### src/rtl/wishbone_arbiter_2m.sv
// Two-master Wishbone arbiter in front of a single shared slave.
// Grants are registered and round-robin: on a simultaneous request the master
// that was not granted last wins, and a grant is held for as long as the
// granted master keeps cyc high, so block and read-modify-write transfers are
// never split. Every pair of grants is separated by one IDLE cycle.
//
// Optional feature: define WB_ARB_TIMEOUT_EN to enable a stall watchdog. When
// the granted master strobes for TIMEOUT_CYCLES clocks without a slave ack,
// the arbiter answers the master itself with ack and all-ones data, pulses
// timeout_o for one cycle and releases the bus.
//
// state | meaning
// IDLE  | no grant; slave side and master acks held at 0
// GNT0  | master 0 owns the slave; its signals pass straight through
// GNT1  | master 1 owns the slave; its signals pass straight through

module wishbone_arbiter_2m #(
    parameter int unsigned TIMEOUT_CYCLES = 256
) (
    input  logic        clk,
    input  logic        rst,

    input  logic        m0_we_i,
    input  logic        m0_stb_i,
    input  logic        m0_cyc_i,
    input  logic [31:0] m0_adr_i,
    input  logic [31:0] m0_dat_i,
    output logic [31:0] m0_dat_o,
    output logic        m0_ack_o,
    output logic        m0_int_o,

    input  logic        m1_we_i,
    input  logic        m1_stb_i,
    input  logic        m1_cyc_i,
    input  logic [31:0] m1_adr_i,
    input  logic [31:0] m1_dat_i,
    output logic [31:0] m1_dat_o,
    output logic        m1_ack_o,
    output logic        m1_int_o,

    output logic        s_we_o,
    output logic        s_stb_o,
    output logic        s_cyc_o,
    output logic [31:0] s_adr_o,
    output logic [31:0] s_dat_o,
    input  logic [31:0] s_dat_i,
    input  logic        s_ack_i,
    input  logic        s_int_i,

    output logic        timeout_o
);

    typedef enum logic [1:0] {
        IDLE = 2'd0,
        GNT0 = 2'd1,
        GNT1 = 2'd2
    } state_t;

    localparam logic [15:0] TOUT_LAST = 16'(TIMEOUT_CYCLES - 1);

    state_t      state;
    logic        last;
    logic        tout_q;
    logic        granted;
    logic        gsel;

    logic        sel_we;
    logic        sel_stb;
    logic        sel_cyc;
    logic [31:0] sel_adr;
    logic [31:0] sel_dat;

    assign granted = (state == GNT0) || (state == GNT1);
    assign gsel    = (state == GNT1);

    // Pick out the inputs of whichever master the current state names.
    always_comb begin
        sel_we  = gsel ? m1_we_i  : m0_we_i;
        sel_stb = gsel ? m1_stb_i : m0_stb_i;
        sel_cyc = gsel ? m1_cyc_i : m0_cyc_i;
        sel_adr = gsel ? m1_adr_i : m0_adr_i;
        sel_dat = gsel ? m1_dat_i : m0_dat_i;
    end

    // Grant state machine; last remembers the most recent winner for round-robin.
    always_ff @(posedge clk) begin
        if (rst) begin
            state <= IDLE;
            last  <= 1'b1;
        end else begin
            case (state)
                IDLE: begin
                    if (m0_cyc_i && (!m1_cyc_i || last)) begin
                        state <= GNT0;
                        last  <= 1'b0;
                    end else if (m1_cyc_i) begin
                        state <= GNT1;
                        last  <= 1'b1;
                    end
                end
                GNT0, GNT1: begin
                    if (tout_q || !sel_cyc) begin
                        state <= IDLE;
                    end
                end
                default: state <= IDLE;
            endcase
        end
    end

`ifdef WB_ARB_TIMEOUT_EN
    logic [15:0] stall_cnt;

    // Count stalled strobe cycles of the current grant; flag the terminal one.
    always_ff @(posedge clk) begin
        if (rst) begin
            stall_cnt <= 16'd0;
            tout_q    <= 1'b0;
        end else if (!granted || tout_q || !sel_cyc) begin
            stall_cnt <= 16'd0;
            tout_q    <= 1'b0;
        end else if (s_ack_i) begin
            stall_cnt <= 16'd0;
        end else if (sel_stb) begin
            if (stall_cnt == TOUT_LAST) begin
                tout_q <= 1'b1;
            end else begin
                stall_cnt <= stall_cnt + 16'd1;
            end
        end
    end
`else
    logic unused_cfg;

    // Without the watchdog a stalled grant simply waits for the slave.
    assign tout_q     = 1'b0;
    assign unused_cfg = ^TOUT_LAST;
`endif

    // Route the bus: pass-through for the owner, zeros elsewhere,
    // and a synthetic error-style ack in the timeout cycle.
    always_comb begin
        s_we_o    = 1'b0;
        s_stb_o   = 1'b0;
        s_cyc_o   = 1'b0;
        s_adr_o   = 32'd0;
        s_dat_o   = 32'd0;
        m0_dat_o  = 32'd0;
        m0_ack_o  = 1'b0;
        m1_dat_o  = 32'd0;
        m1_ack_o  = 1'b0;
        m0_int_o  = s_int_i;
        m1_int_o  = s_int_i;
        timeout_o = tout_q;
        if (granted) begin
            if (tout_q) begin
                if (gsel) begin
                    m1_ack_o = 1'b1;
                    m1_dat_o = 32'hFFFF_FFFF;
                end else begin
                    m0_ack_o = 1'b1;
                    m0_dat_o = 32'hFFFF_FFFF;
                end
            end else begin
                s_we_o  = sel_we;
                s_stb_o = sel_stb;
                s_cyc_o = sel_cyc;
                s_adr_o = sel_adr;
                s_dat_o = sel_dat;
                if (gsel) begin
                    m1_dat_o = s_dat_i;
                    m1_ack_o = s_ack_i;
                end else begin
                    m0_dat_o = s_dat_i;
                    m0_ack_o = s_ack_i;
                end
            end
        end
    end

endmodule
### config.mk
export PLATFORM = sky130hd
export DESIGN_NAME = wishbone_arbiter_2m
export DESIGN_NICKNAME = d
export VERILOG_FILES = /design/src/rtl/wishbone_arbiter_2m.sv
export SDC_FILE = /design/constraint.sdc
export NUM_CORES = 1
export LEC_CHECK = 0
export ABC_AREA = 1
export ABC_CLOCK_PERIOD_IN_PS = 1700
export CAP_MARGIN = 0
export CORE_AREA = 2 2 118 120
export CTS_CLUSTER_SIZE = 12
export DETAILED_ROUTE_END_ITERATION = 6
export DIE_AREA = 0 0 120 122
export GPL_ROUTABILITY_DRIVEN = 0
export PLACE_DENSITY_LB_ADDON = 0.25
export SYNTH_ARGS = -nofsm -noshare
export SYNTH_HDL_FRONTEND = slang
export SYNTH_SLANG_ARGS = --single-unit
### constraint.sdc
create_clock -name clk -period 1.7 [get_ports clk]
set_input_delay 0.34 -clock clk [delete_from_list [all_inputs] [get_ports clk]]
set_output_delay 0.34 -clock clk [all_outputs]
set_load 0.01 [all_outputs]
==> results.md <==
* Outcome: finished with violations
* Failing checks: negative setup slack
* Final TNS setup at -22.88 ns
* Cell variety after synth at 17
* Post-synth top area cell: nor2_1
* WP data required at between 1 and 1.5 ns
* Max Cap Viol at 0
* Total congestion overflow at 0
* Core area at around 0.014 sq mm
* Worst-path maximum fanout at 7
* Clock Sinks at 3
* Flop2flop setup slack at around 0.09 ns
* Hold crit path type: reg2reg
* Finished Layout Cells at 914
* Std-Cell Rows at 43
* Vias in the first global route at 3665
* Critical Path Start Type: flip-flop
* Most frequent cell after synthesis: nor2_1
* Instance count of the mapped netlist at 394
* Min-Delay Endpoint: last
* Synth top cells by count: nor2_1 (168), inv_1 (73), nand2_1 (43)
* Total die area at ~0.015 sq mm
* TritonCTS Buffers at 3
* Asr flop ratio synth at 0%
* Net Count, Synth at ~570
* Routed wire length at roughly 14000 microns
* Main flop type after synthesis: dfxtp_1
* Share of Yosys cell area claimed by the top area cell type at between 30% and 40%
* Share of cells above drive strength 1 at around half
* Die width at ~120 microns
* Area growth, synth to finish at 253%
* Reg clk slew, reported paths at roughly 0.03 ns
* Critical path type: reg2out
* Fin crit share at 117%
* DR DRC count at 0
* Routed len/inst at ~16 microns
* Crit Reg-Reg Startpoint: state[1]
* Final ANT Viol Nets at 0
* Hold_sp: last
* CP arrival at 1.65 ns
* Area of the mapped netlist at about 0.0017 sq mm
* Min Tclk post-route at between 1.5 and 2 ns
* Post-DP HPWL at 9410 microns
* Number of I/O port buffers at between 300 and 400
* Count of final hold-check violations at 0
* Clk Tree Root Cell: clkbuf_16
* Cts hold-fix bufs at 0
* Max-slew violations at 0
* Syn_area_per_cell at about 4.4 sq um
* Crit path capture type: output pin
* Max Clk Rate at around 500 MHz
* Final hold slack at 0.476 ns
* Boundary Pins at around 310
* Die Height at approximately 120 microns
* Vias post-DR at 3738
* Worst-case clock buffer depth at 2
* Routed vias/inst at 4.09
* First-pass GRT wire length at approximately 20000 microns
* DR iter-0 viols at between 100 and 150
* RSZ-0062 raised after global routing: true
* YS warnings at 0
* Clock Latency Late Sink at about 0.23 ns
* Placed cell count at roughly 860
* Cell Area, Placed at 0.00498 sq mm
* Total GRT Usage at between 10% and 20%
* Setup Skew at between 0.0015 and 0.002 ns
* Peak VDD IR at about 0.37 mV
* Finish-stage setup viols at approximately 130
* CTS tree: built
* Reg2Reg Depth at 11
* Area contributors post-synth: nor2_1 (37%), inv_1 (16%), o21ai_1 (11%)
* Power Density at between 600 and 700 mW/mm^2
* Starting density of the core at 12.8%
* H-tree lvl count at 1
* RR Endpoint: state[0]
* Sequential fraction of the synthesis area at roughly 3.5%
* NumNets Final at 907
* Post-synth EDFFs at 0
* Diode count at 0
* Post-synthesis register bit count at 3
* Worst setup margin at -0.292 ns
* Post-route cell area at just over 0.006 sq mm
* Initial antenna violation count at 0
* Drt first pass iters at 4
* Lkg Pwr at around 0.0032 uW
* Largest net degree at the start of global routing at 20
* Hold depth at 2
[cell families after synthesis]
kind of cell	share of synthesized area, %
AOI/OAI and AO/OA	20.3
adders and majority gates	1.45
buffers and inverters	27.8
DFF	3.48
other	0.217
and+or+nand+nor	46.7
[cell usage in the layout, fill, tap and decap left out, types with 14 or more instances in the layout]
cell type,instances
buf_12,15
clkdlybuf4s50_1,168
inv_1,41
buf_4,14
buf_2,90
nor2_2,40
nor2_1,114
inv_2,32
o21ai_1,35
nor2_4,14
buf_6,49
o21ai_2,21
nand2_4,27
[critical path, cell delays in order, from the launching register on]
cell and delay, ns:
dfxtp_2 0.32, buf_6 0.10, ha_4 0.25, clkinv_8 0.11
buf_8 0.15, clkbuf_16 0.15, nor2_4 0.13, nor2_2 0.06
buf_2 0.14
[final cells by class]
cell class,count,area (sq um)
timing repair buffer,367,3700
fill,1353,7400
multi-input combinational,286,1740
sequential,3,62.6
clock buffer,4,78.8
tap,180,225
inverter,74,290
[worst max-delay path by stage]
stage	from	to
CTS	state[1]	s_adr_o[19]
detailed placement	state[0]	s_adr_o[31]
finish	state[1]	s_dat_o[4]
global route	state[1]	s_dat_o[19]
global placement	state[0]	s_adr_o[31]
floorplan	state[1]	s_adr_o[27]
[state kept, by name, summed over array words and instances (netlist names)]
| register | count |
|---|---|
| state | 2 |
| last | 1 |
[metrics by stage]
step / total power, uW / setup slack (ns) / util, %
after global routing: 4390 / -0.344 / 45.2
after CTS: 3960 / -0.270 / 42.6
after detailed placement: 2790 / -0.494 / 36.9
after floorplan: 1150 / 0.0938 / -
after global placement: 2790 / -0.485 / 36.9
final: 4130 / -0.292 / 45.2
[metal layers]
layer | GRT usage [%] | vias to the layer above | wire length (microns)
met2 | 33.8 | 206 | 7600
li1 | - | 1847 | -
met4 | 2.72 | 0 | 136
met3 | 4.07 | 11 | 1360
met5 | 0 | - | 0
met1 | 19.8 | 1674 | 5300
[timing repair]
action	in CTS	in global routing
hold endpoints to repair	0	0
setup endpoints to repair	133	135
resized for setup	665	151
gates cloned	15	5
pin swaps	22	10
buffers inserted	33	5
[power breakdown]
group | total (uW) | internal [uW] | leakage [uW] | switching (uW)
Sequential | 88.2 | 83.2 | 0.0000256 | 5.04
Clock | 387 | 311 | 0.0000382 | 76.5
Combinational | 3660 | 1950 | 0.00316 | 1710
Total | 4130 | 2340 | 0.00322 | 1790
No activity file was read; power rests on OpenSTA's default activity.
==> edit: new RTL, same flow settings <==
The 3 states of `state_t` get a one-hot encoding in 3 bits.
--- a/src/rtl/wishbone_arbiter_2m.sv
+++ b/src/rtl/wishbone_arbiter_2m.sv
@@ -52,6 +52,6 @@
 
-    typedef enum logic [1:0] {
-        IDLE = 2'd0,
-        GNT0 = 2'd1,
-        GNT1 = 2'd2
+    typedef enum logic [2:0] {
+        IDLE = 3'b001,
+        GNT0 = 3'b010,
+        GNT1 = 3'b100
     } state_t;
Behaviour: same outputs for any inputs over 4 cycles, from zero or initial values and one cycle with rst high; so few cycles prove little.
==> edit against the unedited design <==
- the flow still finishes with violations (setup timing)
- design area shrank 16%
- global-route usage fell by 2.5 points
- sequential share of layout area grew 0.65 points
- clock skew down 0.97 ps
- via count is 8.1% lower
- count of clock-buffer cells in the layout fell by 1
- area after synthesis decreased by 5.7%
- sequential cell count grew 1
- hold slack better by 13 ps
- routed wire length decreased by 13%
- synthesized cell count down 7.6%
- cell count shrank 6.0%
- setup slack improved by 97 ps
- critical path type unchanged
- largest cell class unchanged
Power is not compared: it rests on default switching activity, and its combinational part moved more than twofold at a synthesized area within 25%.
==> edit: results (changes against the unedited design) <==
- Area Overhead vs Synth: 217%
- Post-synth top cells: 202 x nor2_1, 54 x o21ai_0, 39 x inv_1
- Vias in the first global route: 3220 (-12%)
- PnR worst setup slack: -194 ps (+97.3 ps)
- Top post-synthesis cells by area: nor2_1 47%, o21ai_0 17%, inv_1 9.0%
- Cell variety after synth: 21 (+4)
- First-pass GRT wire length: 17200 um (-14%)
- Dpl cells: 832 (-3.1%)
- Failing checks: setup timing
- WL met2: 6580 um (-13%)
- Biggest regs: state (3), last (1)
- Final WL: 12600 um (-13%)
- Routed wl met3: 995 um (-27%)
- Pre-CTS setup slack: -421 ps (+73.8 ps)
- Final nets: 851 (-6.2%)
- Status: complete, but fails checks
- Fill count: 1447 (+6.9%)
- Largest net degree at the start of global routing: 34 (+70%)
- Critical path fanouts, max: 13 (+6)
- Fin Setup TNS: -7560 ps (+15310 ps)
- Clk_skew: 0.544 ps (-0.967 ps)
- Instance count of the mapped netlist: 364 (-7.6%)
- CP arrival: 1550 ps (-100 ps)
- Critical Path Max Stage Delay: 350 ps (+30 ps)
- Iteration-0 DRC Markers: 83 (-27%)
- Final setup violation count: 87 (-35%)
- Metal-1 WL: 4760 um (-10%)
- Critical path's slowest cell: dfxtp_4
[edit: changes by cell type after synthesis, moves of 3 or more]
cell	delta
nand3_1	+3
inv_1	-34
nand2_1	-37
o21ai_1	-24
o21ai_0	+25
buf_1	+3
nor2_1	+34
[edit: cell type report]
| type | instances | share of cell area |
|---|---|---|
| repair buffers | 343 | 0.629 |
| multi-input cells | 288 | 0.265 |
| well taps | 180 | 0.0437 |
| inverters | 41 | 0.0308 |
| flip-flops and latches | 4 | 0.0167 |
| clock buffers | 3 | 0.0146 |
[edit: worst paths after layout]
check,startpoint,to,slack [ps],cells after the start
max,state[1]$_SDFFE_PP0P_,s_adr_o[30],-190,9
min,last$_SDFFE_PP1P_,last$_SDFFE_PP1P_,490,2
max reg2reg,state[1]$_SDFFE_PP0P_,state[0]$_SDFFE_PP1P_,280,9
min reg2reg,last$_SDFFE_PP1P_,last$_SDFFE_PP1P_,490,2
[edit: worst register-to-register path, cell delays in order (launching register included)]
cell and delay [ps]:
dfxtp_4 350, nor2_4 110, nand2_4 100, nand2_4 110
buf_8 150, clkbuf_16 170, nand3_2 60, buf_4 130
nand2_1 40, nand3_1 70
[edit: power by group through the flow]
stage	Clock [mW]	Sequential (mW)	Combinational (mW)
final	0.372	0.126	1.29
after global routing	0.383	0.127	1.39
after CTS	0.376	0.124	1.27
after detailed placement	0	0.120	1.11
after global placement	0	0.119	1.10
after floorplan	0	0.118	0.403
[edit: through the flow]
step	power [mW]	utilization
after floorplan	0.521	-
after global placement	1.22	0.361
after detailed placement	1.23	0.361
after CTS	1.77	0.374
after global routing	1.90	0.382
final	1.79	0.382
[edit: metal layers]
layer,track usage,vias up
met3,0.0267,18
li1,-,1739
met4,0.0449,0
met2,0.294,181
met5,0,-
met1,0.164,1497
[edit: cells by family (layout without fill, tap and decap cells)]
family                 Yosys count  count (layout)  share of synthesized area
buffers and inverters           72             387                      0.218
AO/OA/AOI/OAI                   70              70                      0.217
other                            1               1                    0.00230
AND/OR/NAND/NOR                217             217                      0.513
flip-flops                       4               4                     0.0492
[edit: repair_timing]
action,4_1_cts,5_1_grt
hold buffers,0,0
pin swaps,14,11
buffers inserted,11,1
endpoints found under the setup margin,133,132
cloned,11,3
resized for setup,527,103
